===== config.mk =====
export PLATFORM = sky130hd
export DESIGN_NAME = rc4_key_search
export DESIGN_NICKNAME = d
export VERILOG_FILES = /design/src/rtl/rc4_key_search.sv
export SDC_FILE = /design/constraint.sdc
export NUM_CORES = 1
export LEC_CHECK = 0
export ABC_AREA = 0
export CORE_MARGIN = 2
export CORE_UTILIZATION = 40
export DETAILED_ROUTE_END_ITERATION = 12
export GPL_TIMING_DRIVEN = 0
export MAX_ROUTING_LAYER = met4
export PLACE_DENSITY = 0.66
export SYNTH_ARGS = -nofsm -noshare
export SYNTH_HDL_FRONTEND = slang
export SYNTH_SLANG_ARGS = --single-unit

===== constraint.sdc =====
create_clock -name clock -period 4.31 [get_ports clock]
set_input_delay 0.431 -clock clock [delete_from_list [all_inputs] [get_ports clock]]
set_output_delay 0.431 -clock clock [all_outputs]
set_load 0.1 [all_outputs]

===== src/rtl/rc4_key_search.sv =====
// RC4 key-space search: for each candidate key, schedule S, generate keystream and decrypt the ROM message.
// Each decrypted byte is checked as it is written; the first non-printable byte rejects the candidate key.
//
// state     | meaning
// IDLE      | waiting for start after reset
// INIT      | S[i] = i, one write per cycle
// KSA       | key schedule, 4 phases per i (read S[i], read S[j], write S[j], write S[i])
// PRGA      | keystream, 6 phases per byte (read, read, write, write, read f, write plaintext)
// NEXT      | advance to the next key or give up
// FOUND     | every byte of the message decrypted to a valid character
// NOT_FOUND | key range exhausted or aborted
module rc4_key_search #(
   parameter int unsigned KEY_BYTES = 3,
   parameter int unsigned MSG_LEN   = 32,
   parameter logic [8*KEY_BYTES-1:0] KEY_FIRST = '0,
   parameter logic [8*KEY_BYTES-1:0] KEY_LAST  = 24'h3FFFFF,
   parameter logic [8*KEY_BYTES-1:0] KEY_STEP  = {{(8*KEY_BYTES-1){1'b0}}, 1'b1}
) (
   input  logic                   clock,
   input  logic                   reset,
   input  logic                   start,
   input  logic                   abort,
   output logic                   busy,
   output logic                   found,
   output logic                   not_found,
   output logic [8*KEY_BYTES-1:0] display_key,
   output logic [7:0]             s_address,
   output logic [7:0]             s_data,
   input  logic [7:0]             s_q,
   output logic                   s_wren,
   output logic [7:0]             rom_address,
   input  logic [7:0]             rom_q,
   output logic [7:0]             decrypt_address,
   output logic [7:0]             decrypt_data,
   output logic                   decrypt_wren
);

   localparam int KW = 8*KEY_BYTES;
   localparam int IW = (KEY_BYTES > 1) ? $clog2(KEY_BYTES) : 1;
   localparam logic [7:0] LAST_K = 8'(MSG_LEN-1);

   typedef enum logic [2:0] {
      IDLE, INIT, KSA, PRGA, NEXT, FOUND, NOT_FOUND
   } state_t;

   state_t          state, state_n;
   logic [2:0]      phase, phase_n;
   logic [7:0]      i, i_n, j, j_n, k, k_n;
   logic [7:0]      si, si_n, sj, sj_n;
   logic [KW-1:0]   key, key_n;
   logic [IW-1:0]   kb_idx, kb_n;
   logic [7:0]      key_byte;
   logic [7:0]      p;
   logic            p_ok;
   logic            range_done;

   always_ff @(posedge clock or posedge reset) begin
      if (reset) begin
         state  <= IDLE;
         phase  <= '0;
         i      <= '0;
         j      <= '0;
         k      <= '0;
         si     <= '0;
         sj     <= '0;
         key    <= KEY_FIRST;
         kb_idx <= '0;
      end else begin
         state  <= state_n;
         phase  <= phase_n;
         i      <= i_n;
         j      <= j_n;
         k      <= k_n;
         si     <= si_n;
         sj     <= sj_n;
         key    <= key_n;
         kb_idx <= kb_n;
      end
   end

   // keybyte[0] is the most significant byte of the key
   always_comb begin
      key_byte = key[KW-1 -: 8];
      for (int b = 0; b < KEY_BYTES; b++) begin
         if (kb_idx == IW'(b)) key_byte = key[KW-1-8*b -: 8];
      end
   end

   assign p    = s_q ^ rom_q;
   assign p_ok = (p == 8'd32) || ((p >= 8'd97) && (p <= 8'd122));
   // compared one bit wider so the increment can never wrap back into range
   assign range_done = ({1'b0, key} + {1'b0, KEY_STEP}) > {1'b0, KEY_LAST};

   always_comb begin
      state_n         = state;
      phase_n         = phase;
      i_n             = i;
      j_n             = j;
      k_n             = k;
      si_n            = si;
      sj_n            = sj;
      key_n           = key;
      kb_n            = kb_idx;
      s_address       = 8'd0;
      s_data          = 8'd0;
      s_wren          = 1'b0;
      decrypt_address = 8'd0;
      decrypt_data    = 8'd0;
      decrypt_wren    = 1'b0;

      unique case (state)
         IDLE, FOUND, NOT_FOUND: begin
            if (start) begin
               state_n = INIT;
               key_n   = KEY_FIRST;
               phase_n = '0;
               i_n     = 8'd0;
               j_n     = 8'd0;
               k_n     = 8'd0;
            end
         end

         INIT: begin
            s_address = i;
            s_data    = i;
            s_wren    = 1'b1;
            i_n       = i + 8'd1;
            if (i == 8'hFF) begin
               state_n = KSA;
               j_n     = 8'd0;
               phase_n = '0;
               kb_n    = '0;
            end
         end

         KSA: begin
            unique case (phase)
               3'd0: begin
                  s_address = i;
                  phase_n   = 3'd1;
               end
               3'd1: begin
                  si_n      = s_q;
                  j_n       = j + s_q + key_byte;
                  s_address = j + s_q + key_byte;
                  phase_n   = 3'd2;
               end
               3'd2: begin
                  sj_n      = s_q;
                  s_address = j;
                  s_data    = si;
                  s_wren    = 1'b1;
                  phase_n   = 3'd3;
               end
               3'd3: begin
                  s_address = i;
                  s_data    = sj;
                  s_wren    = 1'b1;
                  i_n       = i + 8'd1;
                  phase_n   = 3'd0;
                  kb_n      = (kb_idx == IW'(KEY_BYTES-1)) ? '0 : kb_idx + 1'b1;
                  if (i == 8'hFF) begin
                     state_n = PRGA;
                     j_n     = 8'd0;
                     k_n     = 8'd0;
                  end
               end
               default: phase_n = 3'd0;
            endcase
         end

         PRGA: begin
            unique case (phase)
               3'd0: begin
                  s_address = i + 8'd1;
                  i_n       = i + 8'd1;
                  phase_n   = 3'd1;
               end
               3'd1: begin
                  si_n      = s_q;
                  j_n       = j + s_q;
                  s_address = j + s_q;
                  phase_n   = 3'd2;
               end
               3'd2: begin
                  sj_n      = s_q;
                  s_address = j;
                  s_data    = si;
                  s_wren    = 1'b1;
                  phase_n   = 3'd3;
               end
               3'd3: begin
                  s_address = i;
                  s_data    = sj;
                  s_wren    = 1'b1;
                  phase_n   = 3'd4;
               end
               3'd4: begin
                  // sum is unchanged by the swap, so the pre-swap values serve
                  s_address = si + sj;
                  phase_n   = 3'd5;
               end
               3'd5: begin
                  decrypt_address = k;
                  decrypt_data    = p;
                  decrypt_wren    = 1'b1;
                  phase_n         = 3'd0;
                  if (!p_ok) state_n = NEXT;
                  else if (k == LAST_K) state_n = FOUND;
                  else k_n = k + 8'd1;
               end
               default: phase_n = 3'd0;
            endcase
         end

         NEXT: begin
            if (abort || range_done) begin
               state_n = NOT_FOUND;
            end else begin
               state_n = INIT;
               key_n   = key + KEY_STEP;
               phase_n = '0;
               i_n     = 8'd0;
               j_n     = 8'd0;
               k_n     = 8'd0;
            end
         end

         default: state_n = IDLE;
      endcase
   end

   assign rom_address = k;
   assign display_key = key;
   assign found       = (state == FOUND);
   assign not_found   = (state == NOT_FOUND);
   assign busy        = (state != IDLE) && (state != FOUND) && (state != NOT_FOUND);

endmodule


# Word-level counts from Yosys, hierarchy flattened
# Index checks and enable logic that the tools add are counted.
[op_classes]
n_bitwise = 1
n_lt_le_gt_ge = 3
add_sub_neg = 8
n_reduce_logical = 25
mux = 52
n_eq_ne = 30
[ops]
columns = ["cell", "count"]
rows = [
  ["2-to-1 mux 8 bit", 17],
  ["one-hot mux 8 bit (5 select lines)", 3],
  ["2-to-1 mux 24 bit", 2],
  ["one-hot mux 24 bit (2 select lines)", 1],
  ["one-hot mux 8 bit (2 select lines)", 3],
  ["one-hot mux 8 bit (3 select lines)", 2],
  ["one-hot mux 3 bit (5 select lines)", 3],
  ["2-to-1 mux 3 bit", 11],
  ["one-hot mux 8 bit (4 select lines)", 1],
  ["adder 24 x 1 -> 25 bit, second input constant", 1],
  ["greater-than comparator 25 x 22 -> 1 bit, second input constant", 1],
  ["adder 24 x 1 -> 24 bit, second input constant", 1],
  ["adder 8 bit", 3],
  ["adder 8 x 1 -> 8 bit, second input constant", 2],
  ["!= test 2 bit, second input constant", 8],
  ["equality test 3 bit, second input constant", 5],
  ["equality test 3 x 2 -> 1 bit, second input constant", 4],
  ["!= test 3 bit, second input constant", 4],
  ["AND reduction 5 bit", 2],
  ["equality test 8 x 5 -> 1 bit, second input constant", 1],
  ["equality test 8 x 6 -> 1 bit, second input constant", 1],
  ["equality test 8 bit, second input constant", 1],
  [">= comparator 8 x 7 -> 1 bit, second input constant", 1],
  ["less-or-equal comparator 8 x 7 -> 1 bit, second input constant", 1],
  ["25 further kinds", 40],
]
[totals]
out_inout_bits = 69
regBits = 72

# Longest topological paths before layout
# Gate-level depths: netlist (run 1).
[depth]
ltp_word = 7
ltp_mapped = 16
ltp_nobuf = 16

# Worst setup path after synthesis (run 1)
# OpenSTA, ideal clock, no wires.
[synth_timing]
kind = "register -> output"
start = "register key[0] (netlist: display_key[0])"
end = "output s_address[4]"
path_slack_ns = -0.231
arrival_time_ns = 4.110
stages_incl_launch_ff = 12
required_time_ns = 3.879
path_cell_list = "dfrtp_1 -> clkbuf_1 -> o22ai_1 -> nor2_1 -> ha_1 -> fa_1 -> a21o_1 -> a21oi_1 -> xnor2_1 -> mux2_2 -> a21oi_1 -> o221ai_1"
[synth_via]
elab_chain_cells = 4
[synth_lines]
columns = ["element", "line_no", "rtl"]
rows = [
  ["from (decl)", "50", "logic [KW-1:0] key, key_n;"],
  ["from (signal assigned)", "76", "key <= key_n;"],
  ["2-to-1 mux 8 bit", "85", "if (kb_idx == IW'(b)) key_byte = key[KW-1-8*b -: 8];"],
  ["adder 8 bit", "145", "s_address = j + s_q + key_byte;"],
  ["one-hot mux 8 bit (3 select lines)", "137", "unique case (phase)"],
  ["one-hot mux 8 bit (3 select lines)", "111", "unique case (state)"],
  ["to (decl)", "27", "output logic [7:0] s_address,"],
]
# Every way passes these cells.

# Worst setup path after layout (run 1)
[layout_timing]
start = "register j[0]"
end = "output s_address[7]"
[layout_via]
elab_chain_cells = 4
elab_cells_between_ends = 5
cone_classes = "add/sub: 2; mux: 3"
[layout_lines]
columns = ["element", "line_no", "rtl"]
rows = [
  ["from (decl)", "48", "logic [7:0] i, i_n, j, j_n, k, k_n;"],
  ["from (signal assigned)", "72", "j <= j_n;"],
  ["adder 8 bit *", "145, 182", ""],
  ["adder 8 bit", "145", ""],
  ["one-hot mux 8 bit (3 select lines)", "137", ""],
  ["one-hot mux 8 bit (3 select lines) *", "111", ""],
]
# Mark *: on every way between the ends. The rest lies on a longest branch, timed or not.

==> run_results.csv, run 1 <==
group,metric,value,unit
status,result_of_the_run,"finished, violations left",
detailed_routing,vias,6139,
sta,grt_setup_unrepaired,"yes",
status,failed_checks,"setup timing",
cells_and_area,postLayoutCellArea,7640,sq um
cells_and_area,commonest_non_fill_non_tap_cells_in_the_layout,"dfrtp_1, nor2_1, clkdlybuf4s50_1, nand2_1, o21ai_0",
power_and_ir_drop,net-switching-power,2260,uW
power_and_ir_drop,clock_power_share,19.6,%
cts,cts_max_path_buffers,2,
power_and_ir_drop,power.share.combinational,59.5,%
synthesis,yosys_reg_bits,72,
power_and_ir_drop,irDropWorstVdd,0.393,mV
synthesis,mappedNetlistArea,6100,sq um
hold_path,min-delay-path-class,"in -> async",
setup_path,worstSetupStartpointType,"flip-flop",
grt,grt_max_degree,50,
cells_and_area,flow.area_growth_from_synthesis,25.3,%
setup_path,timing.rr.end,"j[6]$_DFFE_PP0P_",
detailed_routing,post_drt_wl_per_cell,18.4,um
setup_path,worstReg2RegStart,"display_key[1]$_DFFE_PP0P_",
sta,timing.max_slew.rel_slack,31.9,%
grt,grt_antenna_before_repair,0,
setup_path,critPathMostFrequentCell,"o211ai_1",
sta,timing.final.max_slew_violations,0,
setup_path,path_cells,"ha_1 > fa_2 > a21o_1 > a21oi_4 > o21bai_1 > a21oi_2 > xnor2_2 > ha_2 > nor2_1 > nor2_1 > o41ai_2 > xnor2_1 > xnor2_1 > o211ai_1 > o211ai_1 > o211ai_1 > buf_6",
setup_path,required,3.88,ns
power_and_ir_drop,internal_power,2260,uW
setup_path,worstPathMaxFanout,4,
setup_path,crit_buf_inv,1,
power_and_ir_drop,p_per_area,590,nW/um^2
synthesis,yosysWarnings,0,
sta,finalWorstPathRequiredPeriod,4.38,ns
floorplan,row_count,45,
cells_and_area,fraction_of_final_layout_cells_sized_beyond_drive_strength_1,12.6,%
setup_path,cp_top_family,"compound AO/OA/AOI/OAI gates",
synthesis,post_synth_inst_count,732,
synthesis,synth.lib_cells_used.distinct,67,
placement,globalplace.congestion,0.921,
grt,globalRouteTotalUtil,24.1,%
synthesis,synth_area_leaders,"dfrtp_1, mux2_2, ha_1",
setup_path,type_of_element_capturing_the_critical_path,"output port",
placement,detailedPlace.worstSlack,-1.44,ns
placement,postPlaceCellArea,7260,sq um
placement,place.port_buffers,88,
floorplan,core,15000,sq um
setup_path,worstRegToRegCells,10,
grt,first_pass_grt_wire_length,30300,um
floorplan,die_h,128,um
synthesis,synth_sequential_area_ratio,29.5,%
placement,hpwl,13900,um
floorplan,floorplan.initialDensity,40.6,%
grt,number_of_global_route_vias_before_repair,5706,
sta,finalSetupViolCount,1,
cts,cts_inserted_buffers,9,
sta,part_of_the_cycle_the_worst_path_needs,102,%
synthesis,portion_of_synthesized_cell_area_occupied_by_the_leading_cell_type,29.5,%
cells_and_area,commonest_non_fill_non_tap_cell_in_the_layout,"dfrtp_1",
synthesis,synth_top_flop_cell,"dfrtp_1",
detailed_routing,detail_route.wirelength,18800,um
setup_path,critical-path-slowest-cell,"dfrtp_1",
synthesis,post-synth-top-area-cell,"dfrtp_1",
synthesis,per_instance_average_area_after_synthesis,8.34,sq um
cts,clockRootBuffer,"clkbuf_16",
job,maxCapViolations,0,
synthesis,syn_nets,781,
setup_path,reg2reg_setup_slack,0.45,ns
cells_and_area,final_nets,880,
cts,post_cts_hold_buffer_count,0,
power_and_ir_drop,power.share.switching,50.0,%
detailed_routing,first_pass_iters,6,
setup_path,crit_path_max_incr_delay,0.42,ns
detailed_routing,drcViolationCount,0,
cts,tritoncts,"built",
synthesis,synth_enable_flop_cells,0,
cts,clk_latency,0.35,ns
cts,cts.clk_slew.worst_paths,0.07,ns
sta,final_hold_viol_count,0,
power_and_ir_drop,static-leakage-power,0.00334,uW
sta,maxClockFrequency,0.229,GHz
cells_and_area,antenna_cells_inserted,0,
sta,whs,0.399,ns
detailed_routing,final_antenna_net_count,0,
setup_path,critical_path_class,"reg -> out",
cts,cts.sinks,72,
power_and_ir_drop,seq_power_share,21.0,%
floorplan,design.portCount,89,
detailed_routing,drt-vias-per-instance,6.00,
grt,overflow,0,
sta,final_critical_path_setup_slack,-0.0656,ns
floorplan,floorplan.die_area,16300,sq um
detailed_routing,dr.first_iter.drc_count,531,
synthesis,synthArstFlopShare,100,%
sta,fin_skew,0.0114,ns
sta,max_slew.worst_pin.slew,1.01,ns
setup_path,worst_ep_arrival_time,3.94,ns
floorplan,dieWidth,128,um
cts,h_tree_depth,3,
[routing by layer]
layer  up-vias  routed length (um)  global-route usage, %
li1       2930                   -                      -
met1      2945                8890                   32.6
met5         -                   0                      -
met4         0                 382                   8.40
met2       232                8420                   36.9
met3        32                1110                   3.60
[timing repair]
action / in CTS / in global routing
gates resized for setup: 52 / 38
setup buffers: 1 / 0
endpoints found under the setup margin: 16 / 24
pin swaps: 5 / 0
[kinds of logic after synthesis]
kind of cell | Yosys count | share of synthesized area, %
compound gates | 221 | 24.8
buf+inv | 72 | 4.90
simple gates | 257 | 21.2
flops | 72 | 29.5
mux | 43 | 7.67
xor+xnor | 38 | 5.45
fa+ha+maj | 29 | 6.44
[cell usage after synthesis, types with 9 or more instances]
master and n:
nand2_1 57, nand3_1 30, a21oi_1 38, o2bb2ai_1 9, o21ai_0 50, nor3_1 22
xor2_1 10, inv_1 24, nor2_1 64, o22ai_1 10, clkbuf_1 35, mux2_2 30
dfrtp_1 72, a22oi_1 20, and2_1 15, xnor2_1 28, ha_1 25, and3_1 17
a21o_1 9, nor2b_1 11, mux2i_1 13, o31ai_1 11
[area by class of cell]
class / count / area [sq um]
flip-flops and latches: 72 / 1800
well taps: 188 / 235
multi-input cells: 588 / 4100
inverters: 25 / 96.3
clock buffers: 10 / 229
plain buffers: 45 / 198
repair buffers: 90 / 880
fillers: 1411 / 7390
clock inverters: 5 / 106
[worst reg2reg max path, cell delays in order (launching register included)]
cell	delay [ns]
dfrtp_1	0.56
ha_1	0.21
clkbuf_1	0.34
nand3_1	0.18
or2_2	0.36
nor4_1	0.28
mux2i_1	0.48
nand2_1	0.22
o21ai_1	0.43
o211ai_1	0.42
o2bb2ai_1	0.24
[metrics by stage]
stage	std cells	total power, uW	setup TNS, ns	utilization, %
2_1_floorplan	732	2900	0	-
3_3_place_gp	1008	3530	-5.86	48.1
3_5_place_dp	1009	3550	-5.98	48.3
4_1_cts	1025	4490	-0.0402	50.9
5_1_grt	1023	4780	-0.230	50.9
6_report	1023	4510	-0.0656	50.9
[worst max path at each step]
stage	startpoint	slack, ns	end	depth (start not counted)
3_5_place_dp	s_q[0]	-1.44	s_address[7]	16
4_1_cts	j[0]$_DFFE_PP0P_	-0.04	s_address[7]	15
3_3_place_gp	s_q[0]	-1.40	s_address[7]	16
2_1_floorplan	display_key[9]$_DFFE_PP0P_	0.0007	s_address[3]	10
6_report	j[0]$_DFFE_PP0P_	-0.07	s_address[7]	17
5_1_grt	j[0]$_DFFE_PP0P_	-0.23	s_address[7]	17
[registers in the layout (all words and copies together) (netlist names)]
signal and count:
sj 8, state 3, j 8, si 8
kb_idx 2, phase 3, i 8, display_key 24
rom_address 8
[power by group through the flow]
stage	Clock [uW]	Combinational, uW	Sequential, uW
3_5_place_dp	0	2600	953
4_1_cts	901	2650	943
6_report	882	2680	947
3_3_place_gp	0	2580	950
2_1_floorplan	0	1910	987
5_1_grt	922	2890	963
Note: power is estimated with default switching activity, not from simulation.
==> run 2: changes to the inputs <==
--- a/config.mk
+++ b/config.mk
@@ -6,8 +6,8 @@
 export NUM_CORES = 1
 export LEC_CHECK = 0
 export ABC_AREA = 0
-export CORE_MARGIN = 2
 export CORE_UTILIZATION = 40
+export CTS_CLUSTER_SIZE = 16
 export DETAILED_ROUTE_END_ITERATION = 12
 export GPL_TIMING_DRIVEN = 0
 export MAX_ROUTING_LAYER = met4
==> run 2 against run 1 <==
Effect of this change:
- the run ends with DRC left
- utilization grew 0.89 points
- critical path depth stayed put
- final area is 0.51% lower
- clock skew fell by 0.0032 ns
- flip-flop and latch count is the same
- register-to-register slack worse by 0.17 ns
- critical path type unchanged
- highest routed layer unchanged
==> run_results.csv, run 2 (same netlist as run 1, synthesis figures left out) <==
group,metric,value,unit
status,result_of_the_run,"finished, violations left",
status,failed_checks,"DRC",
sta,timing.final.max_slew_violations,0,
detailed_routing,final_antenna_net_count,0,
placement,hpwl,13800,um
detailed_routing,highest_signal_layer,"met4",
sta,max_slew.worst_pin.slew,1.08,ns
floorplan,die_h,126,um
cells_and_area,commonest_non_fill_non_tap_cell_in_the_layout,"dfrtp_1",
setup_path,worstPathMaxFanout,4,
power_and_ir_drop,p_per_area,579,nW/um^2
cts,clockRootBuffer,"clkbuf_16",
sta,finalSetupViolCount,0,
sta,final_critical_path_setup_slack,0.0814,ns
floorplan,core,14700,sq um
grt,grt_max_degree,52,
cts,cts_inserted_buffers,9,
cells_and_area,antenna_cells_inserted,0,
grt,overflow,0,
cells_and_area,commonest_non_fill_non_tap_cells_in_the_layout,"dfrtp_1, nor2_1, clkdlybuf4s50_1, nand2_1, o21ai_0",
setup_path,worst_ep_arrival_time,3.80,ns
cells_and_area,fraction_of_final_layout_cells_sized_beyond_drive_strength_1,12.8,%
detailed_routing,dr.first_iter.drc_count,585,
sta,final_hold_viol_count,0,
detailed_routing,vias,5982,
placement,postPlaceCellArea,7250,sq um
setup_path,critical_path_class,"reg -> out",
sta,fin_skew,0.00820,ns
setup_path,path_cells,"ha_2 > fa_2 > a21o_1 > a21oi_2 > o21bai_1 > a21oi_2 > xnor2_2 > ha_2 > nor2_1 > nor2_1 > o41ai_2 > xnor2_1 > xnor2_1 > o211ai_1 > o211ai_1 > o211ai_1 > buf_6",
placement,detailedPlace.worstSlack,-1.30,ns
sta,whs,0.395,ns
cts,h_tree_depth,3,
cells_and_area,flow.area_growth_from_synthesis,24.6,%
placement,place.port_buffers,88,
sta,grt_setup_unrepaired,"yes",
setup_path,crit_path_max_incr_delay,0.42,ns
power_and_ir_drop,total_power,4400,uW
cts,cts_max_path_buffers,2,
setup_path,type_of_element_capturing_the_critical_path,"output port",
detailed_routing,wl_met1,8560,um
detailed_routing,first_pass_iters,11,
sta,part_of_the_cycle_the_worst_path_needs,98.1,%
floorplan,design.portCount,89,
grt,grt_antenna_before_repair,0,
setup_path,critPathMostFrequentCell,"o211ai_1",
detailed_routing,drcViolationCount,6,
sta,maxClockFrequency,0.236,GHz
sta,timing.max_slew.rel_slack,27.7,%
setup_path,worstSetupStartpointType,"flip-flop",
floorplan,floorplan.initialDensity,41.5,%
floorplan,dieWidth,126,um
job,maxCapViolations,0,
cts,tritoncts,"built",
power_and_ir_drop,static-leakage-power,0.00335,uW
power_and_ir_drop,irDropWorstVdd,0.416,mV
setup_path,required,3.88,ns
setup_path,critical-path-slowest-cell,"dfrtp_1",
setup_path,cp_top_family,"compound AO/OA/AOI/OAI gates",
detailed_routing,drt-vias-per-instance,5.87,
cts,post_cts_hold_buffer_count,0,
grt,globalRouteTotalUtil,25.0,%
floorplan,row_count,44,
detailed_routing,post_drt_wl_per_cell,18.1,um
hold_path,min-delay-path-class,"in -> async",
grt,number_of_global_route_vias_before_repair,5743,
cells_and_area,final_nets,879,
cts,cts.clk_slew.worst_paths,0.06,ns
detailed_routing,met3_wirelength,1040,um
cells_and_area,largest_register_ffs,24,
detailed_routing,met2_length,8530,um
setup_path,crit_buf_inv,1,
cells_and_area,postLayoutCellArea,7610,sq um
placement,globalplace.congestion,0.912,
sta,finalWorstPathRequiredPeriod,4.23,ns
floorplan,floorplan.die_area,15800,sq um
cells_and_area,postLayoutCoreUtil,51.7,%
detailed_routing,detail_route.wirelength,18500,um
grt,first_pass_grt_wire_length,30400,um
cts,clk_latency,0.35,ns
cts,cts.sinks,72,
[run 2: cell count changes in the layout (fill, tap and decap cells not counted), moves of 2 or more]
cell and change:
bufinv_16 -2, buf_4 -3, ha_2 +2, dlygate4sd2_1 -2, clkinv_2 +2, dlymetal6s2s_1 +3, ha_1 -2
[run 2: worst paths after layout]
check / startpoint / endpoint / slack, ns / cells after the start
setup reg to reg: display_key[0]$_DFFE_PP0P_ / j[0]$_DFFE_PP0P_ / 0.28 / 11
setup / recovery: j[0]$_DFFE_PP0P_ / s_address[7] / 0.08 / 17
max in group asynchronous: reset / i[5]$_DFFE_PP0P_ / 3.35 / 3
hold / removal: reset / rom_address[7]$_DFFE_PP0P_ / 0.40 / 2
hold reg to reg: rom_address[7]$_DFFE_PP0P_ / rom_address[7]$_DFFE_PP0P_ / 0.53 / 1
min in group clock: s_q[0] / si[0]$_DFFE_PP0P_ / 0.47 / 2
[run 2: area by class of cell]
cell class | count | area, sq um
fillers | 1393 | 7090
multi-input cells | 588 | 4100
flip-flops and latches | 72 | 1800
repair buffers | 89 | 883
clock buffers | 11 | 243
well taps | 184 | 230
plain buffers | 45 | 198
inverters | 25 | 96.3
clock inverters | 5 | 56.3
[run 2: per-layer routing]
| layer | GRT usage [%] | vias up |
|---|---|---|
| li1 | - | 2911 |
| met1 | 33.9 | 2850 |
| met3 | 4.62 | 28 |
| met2 | 38.0 | 193 |
| met5 | - | - |
| met4 | 6.89 | 0 |
[run 2: worst reg2reg max path, cell delays in order, from the launching register on]
cell       delay (ns)
dfrtp_1          0.37
clkbuf_1         0.34
inv_1            0.11
ha_1             0.32
nor4bb_1         0.26
o2111ai_1        0.14
a2111oi_0        0.51
o2111ai_1        0.34
nor4_4           0.55
o21ai_1          0.36
o211ai_1         0.45
o2bb2ai_1        0.19
[run 2: power breakdown]
group          internal (uW)  leakage, uW  switching [uW]
combinational            881      0.00224            1800
sequential               809     0.000968             137
clock                    464     0.000145             315
[run 2: through the flow]
stage	TNS (ns)	std cells
floorplan	0	732
global placement	-6.24	1004
detailed placement	-5.86	1005
CTS	-0.214	1021
global route	-0.0999	1019
finish	0	1019
[run 2: timing repair]
item | CTS | global route
cloned | 0 | 0
buffers inserted | 0 | 0
setup endpoints to repair | 16 | 27
gates resized for setup | 49 | 46
pin swaps | 1 | 4
